$ cat config.mk
export PLATFORM = sky130hd
export DESIGN_NAME = hdmi_period_scheduler
export DESIGN_NICKNAME = d
export VERILOG_FILES = /design/src/rtl/hdmi_pkg.sv /design/src/rtl/hdmi_raster_counter.sv /design/src/rtl/hdmi_period_scheduler.sv
export SDC_FILE = /design/constraint.sdc
export NUM_CORES = 1
export LEC_CHECK = 0
export CORE_ASPECT_RATIO = 0.7
export CORE_MARGIN = 10
export CORE_UTILIZATION = 45
export DETAILED_ROUTE_END_ITERATION = 8
export HOLD_SLACK_MARGIN = 0.12
export PLACE_DENSITY = 0.67
export SETUP_SLACK_MARGIN = 0.4
export SLEW_MARGIN = 10
export SYNTH_ARGS = -nofsm -noshare
export SYNTH_HDL_FRONTEND = slang
export SYNTH_SLANG_ARGS = --single-unit
$ cat constraint.sdc
create_clock -name pixelClock -period 3.83 [get_ports pixelClock]
set_clock_uncertainty 0.15 [all_clocks]
set_input_delay 0.766 -clock pixelClock [delete_from_list [all_inputs] [get_ports pixelClock]]
set_output_delay 0.766 -clock pixelClock [all_outputs]
set_load 0.1 [all_outputs]
$ cat src/rtl/hdmi_pkg.sv
// Shared period-mode encoding, control-character constants and island timing
// lengths for the HDMI transmit period scheduler.
package hdmi_pkg;

  typedef enum logic [2:0] {
    PM_CTRL        = 3'd0,
    PM_VID_PRE     = 3'd1,
    PM_VID_GB      = 3'd2,
    PM_VIDEO       = 3'd3,
    PM_DI_PRE      = 3'd4,
    PM_DI_GB_LEAD  = 3'd5,
    PM_DI_DATA     = 3'd6,
    PM_DI_GB_TRAIL = 3'd7
  } periodMode_t;

  typedef enum logic [2:0] {
    ISL_IDLE,
    ISL_PRE,
    ISL_GBL,
    ISL_DATA,
    ISL_GBT
  } islandState_t;

  localparam logic [3:0] CTL_NONE    = '0;
  localparam logic [3:0] CTL_VID_PRE = 4'b0001;
  localparam logic [3:0] CTL_DI_PRE  = 4'b0101;

  localparam int unsigned PREAMBLE_LEN = 8;
  localparam int unsigned GUARD_LEN    = 2;
  localparam int unsigned PACKET_LEN   = 32;

  function automatic logic [3:0] ctlFor(input periodMode_t mode);
    case (mode)
      PM_VID_PRE: ctlFor = CTL_VID_PRE;
      PM_DI_PRE:  ctlFor = CTL_DI_PRE;
      default:    ctlFor = CTL_NONE;
    endcase
  endfunction

endpackage

$ cat src/rtl/hdmi_raster_counter.sv
// Horizontal/vertical raster counters with registered syncs; also exposes the
// position of the following cycle so the top can register matching outputs.
module hdmi_raster_counter
  import hdmi_pkg::*;
#(
  parameter int unsigned H_ACTIVE  = 640,
  parameter int unsigned H_FRONT   = 16,
  parameter int unsigned H_SYNC    = 96,
  parameter int unsigned H_BACK    = 48,
  parameter int unsigned V_ACTIVE  = 480,
  parameter int unsigned V_FRONT   = 10,
  parameter int unsigned V_SYNC    = 2,
  parameter int unsigned V_BACK    = 33,
  parameter int unsigned HSYNC_POL = 0,
  parameter int unsigned VSYNC_POL = 0
) (
  input  logic        pixelClock,
  input  logic        reset,
  output logic [11:0] hCount,
  output logic [10:0] vCount,
  output logic        hsync,
  output logic        vsync,
  output logic [11:0] nextH,
  output logic [10:0] nextV
);

  localparam int unsigned H_TOTAL = H_ACTIVE + H_FRONT + H_SYNC + H_BACK;
  localparam int unsigned V_TOTAL = V_ACTIVE + V_FRONT + V_SYNC + V_BACK;

  localparam logic [11:0] H_LAST   = 12'(H_TOTAL - 1);
  localparam logic [11:0] HS_BEGIN = 12'(H_ACTIVE + H_FRONT);
  localparam logic [11:0] HS_END   = 12'(H_ACTIVE + H_FRONT + H_SYNC);
  localparam logic [10:0] V_LAST   = 11'(V_TOTAL - 1);
  localparam logic [10:0] VS_BEGIN = 11'(V_ACTIVE + V_FRONT);
  localparam logic [10:0] VS_END   = 11'(V_ACTIVE + V_FRONT + V_SYNC);
  localparam logic        HS_ON    = (HSYNC_POL != 0);
  localparam logic        VS_ON    = (VSYNC_POL != 0);

  always_comb begin
    nextH = hCount + 12'd1;
    nextV = vCount;
    if (hCount == H_LAST) begin
      nextH = '0;
      nextV = (vCount == V_LAST) ? '0 : vCount + 11'd1;
    end
  end

  // Syncs are decoded from the next position so they line up with the counters.
  always_ff @(posedge pixelClock) begin
    if (reset) begin
      hCount <= '0;
      vCount <= '0;
      hsync  <= ~HS_ON;
      vsync  <= ~VS_ON;
    end else begin
      hCount <= nextH;
      vCount <= nextV;
      hsync  <= (nextH >= HS_BEGIN && nextH < HS_END) ? HS_ON : ~HS_ON;
      vsync  <= (nextV >= VS_BEGIN && nextV < VS_END) ? VS_ON : ~VS_ON;
    end
  end

endmodule

$ cat src/rtl/hdmi_period_scheduler.sv
// Raster and HDMI period sequencer: decodes video/control periods and schedules
// queued packets into horizontal-blanking data islands.
module hdmi_period_scheduler
  import hdmi_pkg::*;
#(
  parameter int unsigned H_ACTIVE     = 640,
  parameter int unsigned H_FRONT      = 16,
  parameter int unsigned H_SYNC       = 96,
  parameter int unsigned H_BACK       = 48,
  parameter int unsigned V_ACTIVE     = 480,
  parameter int unsigned V_FRONT      = 10,
  parameter int unsigned V_SYNC       = 2,
  parameter int unsigned V_BACK       = 33,
  parameter int unsigned HSYNC_POL    = 0,
  parameter int unsigned VSYNC_POL    = 0,
  parameter int unsigned ISLAND_START = 652,
  parameter int unsigned MAX_PACKETS  = 2
) (
  input  logic        pixelClock,
  input  logic        reset,
  input  logic        packetValid,
  output logic [11:0] hCount,
  output logic [10:0] vCount,
  output logic        hsync,
  output logic        vsync,
  output logic [2:0]  periodMode,
  output logic [3:0]  ctl,
  output logic        packetStart,
  output logic [4:0]  packetWord
);

  localparam int unsigned H_TOTAL = H_ACTIVE + H_FRONT + H_SYNC + H_BACK;
  localparam int unsigned V_TOTAL = V_ACTIVE + V_FRONT + V_SYNC + V_BACK;

  if (ISLAND_START < H_ACTIVE + 12 ||
      ISLAND_START + 12 + 32 * MAX_PACKETS > H_TOTAL - 22 ||
      MAX_PACKETS < 1 || MAX_PACKETS > 18) begin : gBadConfig
    $error("hdmi_period_scheduler: data island does not fit in horizontal blanking");
  end

  localparam logic [11:0] DECIDE_H   = 12'(ISLAND_START - 1);
  localparam logic [11:0] H_ACT      = 12'(H_ACTIVE);
  localparam logic [11:0] VPRE_FIRST = 12'(H_TOTAL - 10);
  localparam logic [11:0] VPRE_LAST  = 12'(H_TOTAL - 3);
  localparam logic [11:0] VGB_FIRST  = 12'(H_TOTAL - 2);
  localparam logic [10:0] V_ACT      = 11'(V_ACTIVE);
  localparam logic [10:0] V_PRE_LAST = 11'(V_ACTIVE - 1);
  localparam logic [10:0] V_LAST     = 11'(V_TOTAL - 1);
  localparam logic [4:0]  MAX_PKT    = 5'(MAX_PACKETS);
  localparam logic [4:0]  PRE_LAST   = 5'(PREAMBLE_LEN - 1);
  localparam logic [4:0]  GUARD_LAST = 5'(GUARD_LEN - 1);
  localparam logic [4:0]  WORD_LAST  = 5'(PACKET_LEN - 1);

  logic [11:0]  nextH;
  logic [10:0]  nextV;
  islandState_t state, stateN;
  logic [4:0]   cnt, cntN;
  logic [4:0]   pktCount, pktN;
  logic [4:0]   wordN;
  logic         startN;
  logic         videoOn, videoOnN;
  logic         leadIn;
  periodMode_t  modeN;

  hdmi_raster_counter #(
    .H_ACTIVE (H_ACTIVE),
    .H_FRONT  (H_FRONT),
    .H_SYNC   (H_SYNC),
    .H_BACK   (H_BACK),
    .V_ACTIVE (V_ACTIVE),
    .V_FRONT  (V_FRONT),
    .V_SYNC   (V_SYNC),
    .V_BACK   (V_BACK),
    .HSYNC_POL(HSYNC_POL),
    .VSYNC_POL(VSYNC_POL)
  ) uRaster (
    .pixelClock(pixelClock),
    .reset     (reset),
    .hCount    (hCount),
    .vCount    (vCount),
    .hsync     (hsync),
    .vsync     (vsync),
    .nextH     (nextH),
    .nextV     (nextV)
  );

  // Island sequencing: packetValid matters only at the decision column and on
  // the last word of each packet.
  always_comb begin
    stateN = state;
    cntN   = cnt;
    pktN   = pktCount;
    wordN  = '0;
    startN = 1'b0;
    case (state)
      ISL_IDLE: begin
        if (hCount == DECIDE_H && packetValid) begin
          stateN = ISL_PRE;
          cntN   = '0;
          pktN   = '0;
        end
      end
      ISL_PRE: begin
        if (cnt == PRE_LAST) begin
          stateN = ISL_GBL;
          cntN   = '0;
        end else begin
          cntN = cnt + 5'd1;
        end
      end
      ISL_GBL: begin
        if (cnt == GUARD_LAST) begin
          stateN = ISL_DATA;
          pktN   = 5'd1;
          startN = 1'b1;
        end else begin
          cntN = cnt + 5'd1;
        end
      end
      ISL_DATA: begin
        if (packetWord != WORD_LAST) begin
          wordN = packetWord + 5'd1;
        end else if (packetValid && pktCount < MAX_PKT) begin
          pktN   = pktCount + 5'd1;
          startN = 1'b1;
        end else begin
          stateN = ISL_GBT;
          cntN   = '0;
        end
      end
      ISL_GBT: begin
        if (cnt == GUARD_LAST) stateN = ISL_IDLE;
        else                   cntN = cnt + 5'd1;
      end
      default: stateN = ISL_IDLE;
    endcase
  end

  // Video is held off after reset until the raster wraps to the next frame.
  always_comb begin
    videoOnN = videoOn | (nextH == '0 && nextV == '0);
    leadIn   = (nextV == V_LAST) || (videoOnN && nextV < V_PRE_LAST);
    modeN    = PM_CTRL;
    case (stateN)
      ISL_PRE:  modeN = PM_DI_PRE;
      ISL_GBL:  modeN = PM_DI_GB_LEAD;
      ISL_DATA: modeN = PM_DI_DATA;
      ISL_GBT:  modeN = PM_DI_GB_TRAIL;
      default: begin
        if (videoOnN && nextH < H_ACT && nextV < V_ACT)
          modeN = PM_VIDEO;
        else if (leadIn && nextH >= VPRE_FIRST && nextH <= VPRE_LAST)
          modeN = PM_VID_PRE;
        else if (leadIn && nextH >= VGB_FIRST)
          modeN = PM_VID_GB;
      end
    endcase
  end

  always_ff @(posedge pixelClock) begin
    if (reset) begin
      state       <= ISL_IDLE;
      cnt         <= '0;
      pktCount    <= '0;
      videoOn     <= 1'b0;
      periodMode  <= PM_CTRL;
      ctl         <= CTL_NONE;
      packetStart <= 1'b0;
      packetWord  <= '0;
    end else begin
      state       <= stateN;
      cnt         <= cntN;
      pktCount    <= pktN;
      videoOn     <= videoOnN;
      periodMode  <= modeN;
      ctl         <= ctlFor(modeN);
      packetStart <= startN;
      packetWord  <= wordN;
    end
  end

endmodule
==> flow_metrics.env <==
export IMPL_ys_ff_latch=50
export IMPL_globalplace_congestion=0.8825
export IMPL_synth_simple_gate_area_share_pct=31.24
export IMPL_rsz0062_at_grt="false"
export IMPL_syn_area_um2=3035
export IMPL_power_leakage_uw=0.001421
export IMPL_crit_family="simple AND/OR/NAND/NOR gates"
export IMPL_antenna_found_initial=0
export IMPL_grt_pass1_wl_mm=13.22
export IMPL_remaining_drc_errors=0
export IMPL_setup_viol=0
export IMPL_ys_types=66
export IMPL_ys_seq_area_share_pct=32.98
export IMPL_cts_path_max_buffers=2
export IMPL_required_ns=3.93
export IMPL_instances_no_fill=516
export IMPL_syn_to_final_growth_pct=25.19
export IMPL_hold_path_class="reg -> reg"
export IMPL_grt_max_degree=28
export IMPL_tns_ns=0
export IMPL_die_w_um=118.2
export IMPL_synth_fa_ha_area_share_pct=3.710
export IMPL_dr_first_iter_drc_count=187
export IMPL_p_per_area_nw_per_um2=252.6
export IMPL_synth_xor_xnor_area_share_pct=6.636
export IMPL_vias=2939
export IMPL_synth_mux_area_fraction_pct=1.649
export IMPL_routedWlPerCell_um=15.83
export IMPL_slowest_stage="or4b_1"
export IMPL_period_share_pct=87.48
export IMPL_regArea_um2=1033
export IMPL_cp_common_cell="or4_4"
export IMPL_die_h_um=88.72
export IMPL_fmaxAchievable_ghz=0.2984
export IMPL_synth_flop_cell="dfxtp_1"
export IMPL_multi_input_area_um2=1959
export IMPL_setup_worst_path_end_class="flip-flop"
export IMPL_first_pass_iters=6
export IMPL_dpl_cell_area_um2=3508
export IMPL_status="finished, final reports clean"
export IMPL_drt_total_wl_mm=8.169
export IMPL_hold_buffers=0
export IMPL_fp_dieArea_um2=10480
export IMPL_crit_chain="or4_4 -> or4_4 -> or4b_1 -> xor2_2 -> nand3_1 -> o31ai_4 -> a2bb2oi_2 -> a211oi_2"
export IMPL_synth_top_family_by_area="simple AND/OR/NAND/NOR gates"
export IMPL_rows=24
export IMPL_path_buf_inv=0
export IMPL_placed_cells=490
export IMPL_initial_utilization_pct=47.46
export IMPL_worstPathMaxFanout=6
export IMPL_slew_headroom_pct=33.40
export IMPL_htree_levels=2
export IMPL_final_antenna_net_count=0
export IMPL_drv_cap=0
export IMPL_viasPerCell=5.696
export IMPL_dpl_worst_slack_ns=0.3556
export IMPL_root_buffer="clkbuf_8"
export IMPL_synth_edf_count=0
export IMPL_grt_overflow_total=0
export IMPL_synth_compound_area_share_pct=19.46
export IMPL_grt_pass1_vias=2568
export IMPL_numCtsBuffers=5
export IMPL_track_usage_pct=14.89
export IMPL_drive_gt1_share_pct=15.76
export IMPL_peakVddDrop_mv=0.1620
export IMPL_clk_pin_slew_ns=0.10
export IMPL_io_pins=41
export IMPL_finalInstanceArea_um2=3800
export IMPL_final_cell_mix="45 x nor2_1, 38 x dfxtp_1, 30 x clkdlybuf4s50_1, 27 x buf_4, 25 x nand2_1"
export IMPL_cp_arrival_ns=3.45
export IMPL_port_buffers=38
export IMPL_startpoint_type="flip-flop"
export IMPL_avgSynthCellArea_um2=8.073
export IMPL_worst_pin_slew_ns=0.9959
export IMPL_fp_coreArea_um2=6396
export IMPL_fin_ws_ns=0.4793
export IMPL_path_class="reg -> reg"
export IMPL_nFillCells=582
export IMPL_dp_hpwl_mm=5.918
export IMPL_max_stage_delay_ns=0.57
export IMPL_async_flop_share_pct=0
export IMPL_drv_slew=0
export IMPL_layout_commonest_cell="nor2_1"
export IMPL_syn_inst=376
export IMPL_hold_violations=0
export IMPL_antenna_cells=0
export IMPL_cts_tree="built"
export IMPL_finalNetCount=436
export IMPL_clk_latency_ns=0.32
export IMPL_yosys_warnings=0
export IMPL_clock_sinks=50
export IMPL_period_needed_ns=3.351
[path summary, 6_finish.rpt]
path	startpoint	to	slack (ns)	cells after the start
setup / recovery	uRaster.hCount[6]$_SDFF_PP0_	periodMode[0]$_SDFF_PP0_	0.48	8
setup reg to reg	uRaster.hCount[6]$_SDFF_PP0_	periodMode[0]$_SDFF_PP0_	0.48	8
hold reg to reg	pktCount[4]$_SDFFE_PP0P_	pktCount[4]$_SDFFE_PP0P_	0.33	2
hold / removal	pktCount[4]$_SDFFE_PP0P_	pktCount[4]$_SDFFE_PP0P_	0.33	2
[layout make-up]
cell class                      instances  area share, %
Clock inverter                          3         0.6915
Inverter                               10         0.9878
Tap cell                               91          2.996
Sequential cell                        50          27.20
Multi-Input combinational cell        296          51.56
Timing Repair Buffer                   61          14.75
Clock buffer                            5          1.811
[timing repair]
action / in CTS / in global routing
hold endpoints to repair: 0 / 0
endpoints found under the setup margin: 2 / 3
buffers inserted: 0 / 17
pin swaps: 0 / 7
cloned: 0 / 1
resized for setup: 2 / 8
[power by group]
group          leakage, uW  internal (uW)  switching [uW]  total [uW]
Clock            0.0000491            135             195         330
Sequential        0.000411            522            10.2         532
Combinational     0.000961           26.2            71.8        98.0
[layer usage]
layer | GRT usage [%] | up-vias | part of all wire, %
li1 | - | 1463 | -
met3 | 4.898 | 11 | 8.2
met4 | 4.251 | 0 | 1.0
met1 | 21.70 | 1361 | 51
met2 | 20.00 | 104 | 40
met5 | 0 | - | 0
[flip-flops by register name, indices dropped and copies added, names as in the netlist]
name and flops:
state 3, periodMode 3, ctl 2, pktCount 5, uRaster.vsync 1, videoOn 1
packetWord 5, uRaster.vCount 11, packetStart 1, cnt 5, uRaster.hsync 1, uRaster.hCount 12
[synthesized netlist by cell type (4+ instances only)]
master    count  share of area (%)
nor2b_1       7                1.4
a22oi_1       4               0.99
nand4_1       7                1.4
and2_1       11                2.3
a211oi_1      4               0.99
xor2_1        9                2.6
nand2_1      25                3.1
or3_1         4               0.82
o21ai_0      12                2.0
dfxtp_1      50                 33
nor4_1        8                1.6
nand3_1      14                2.3
clkbuf_1     15                1.9
nand2b_1     10                2.1
ha_1          9                3.7
o31ai_1       6                1.5
nor3_1       16                2.6
inv_1        10                1.2
a21oi_1      18                3.0
mux2i_1       5                1.6
a41oi_1       4                1.2
nor2_1       45                5.6
xnor2_1      14                4.0
and3_1        6                1.2
[logic make-up (layout without fill, tap and decap cells)]
logic type / Yosys count / count (layout)
AOI/OAI and AO/OA: 81 / 81
xor gates and xnor gates: 23 / 23
adders and majority gates: 9 / 9
buffers and inverters: 31 / 79
DFF: 50 / 50
muxes: 5 / 5
other: 1 / 2
and+or+nand+nor: 176 / 176
[through the flow]
stage | power, uW | utilization (%) | hold slack, ns
global placement | 641.2 | 54.85 | 0.3020
CTS | 969.2 | 56.44 | 0.3358
detailed placement | 641.8 | 54.85 | 0.3105
floorplan | 617.9 | - | 0.2835
finish | 959.7 | 59.41 | 0.3328
global route | 996.5 | 59.41 | 0.3635
[tightest hold or removal path, delay by kind of cell, from the launching register on]
kind / cells / cell delay, ns
AOI/OAI and AO/OA: 1 / 0.04
DFF: 1 / 0.34
and+or+nand+nor: 1 / 0.07
Power figures use the tool's default switching activity.
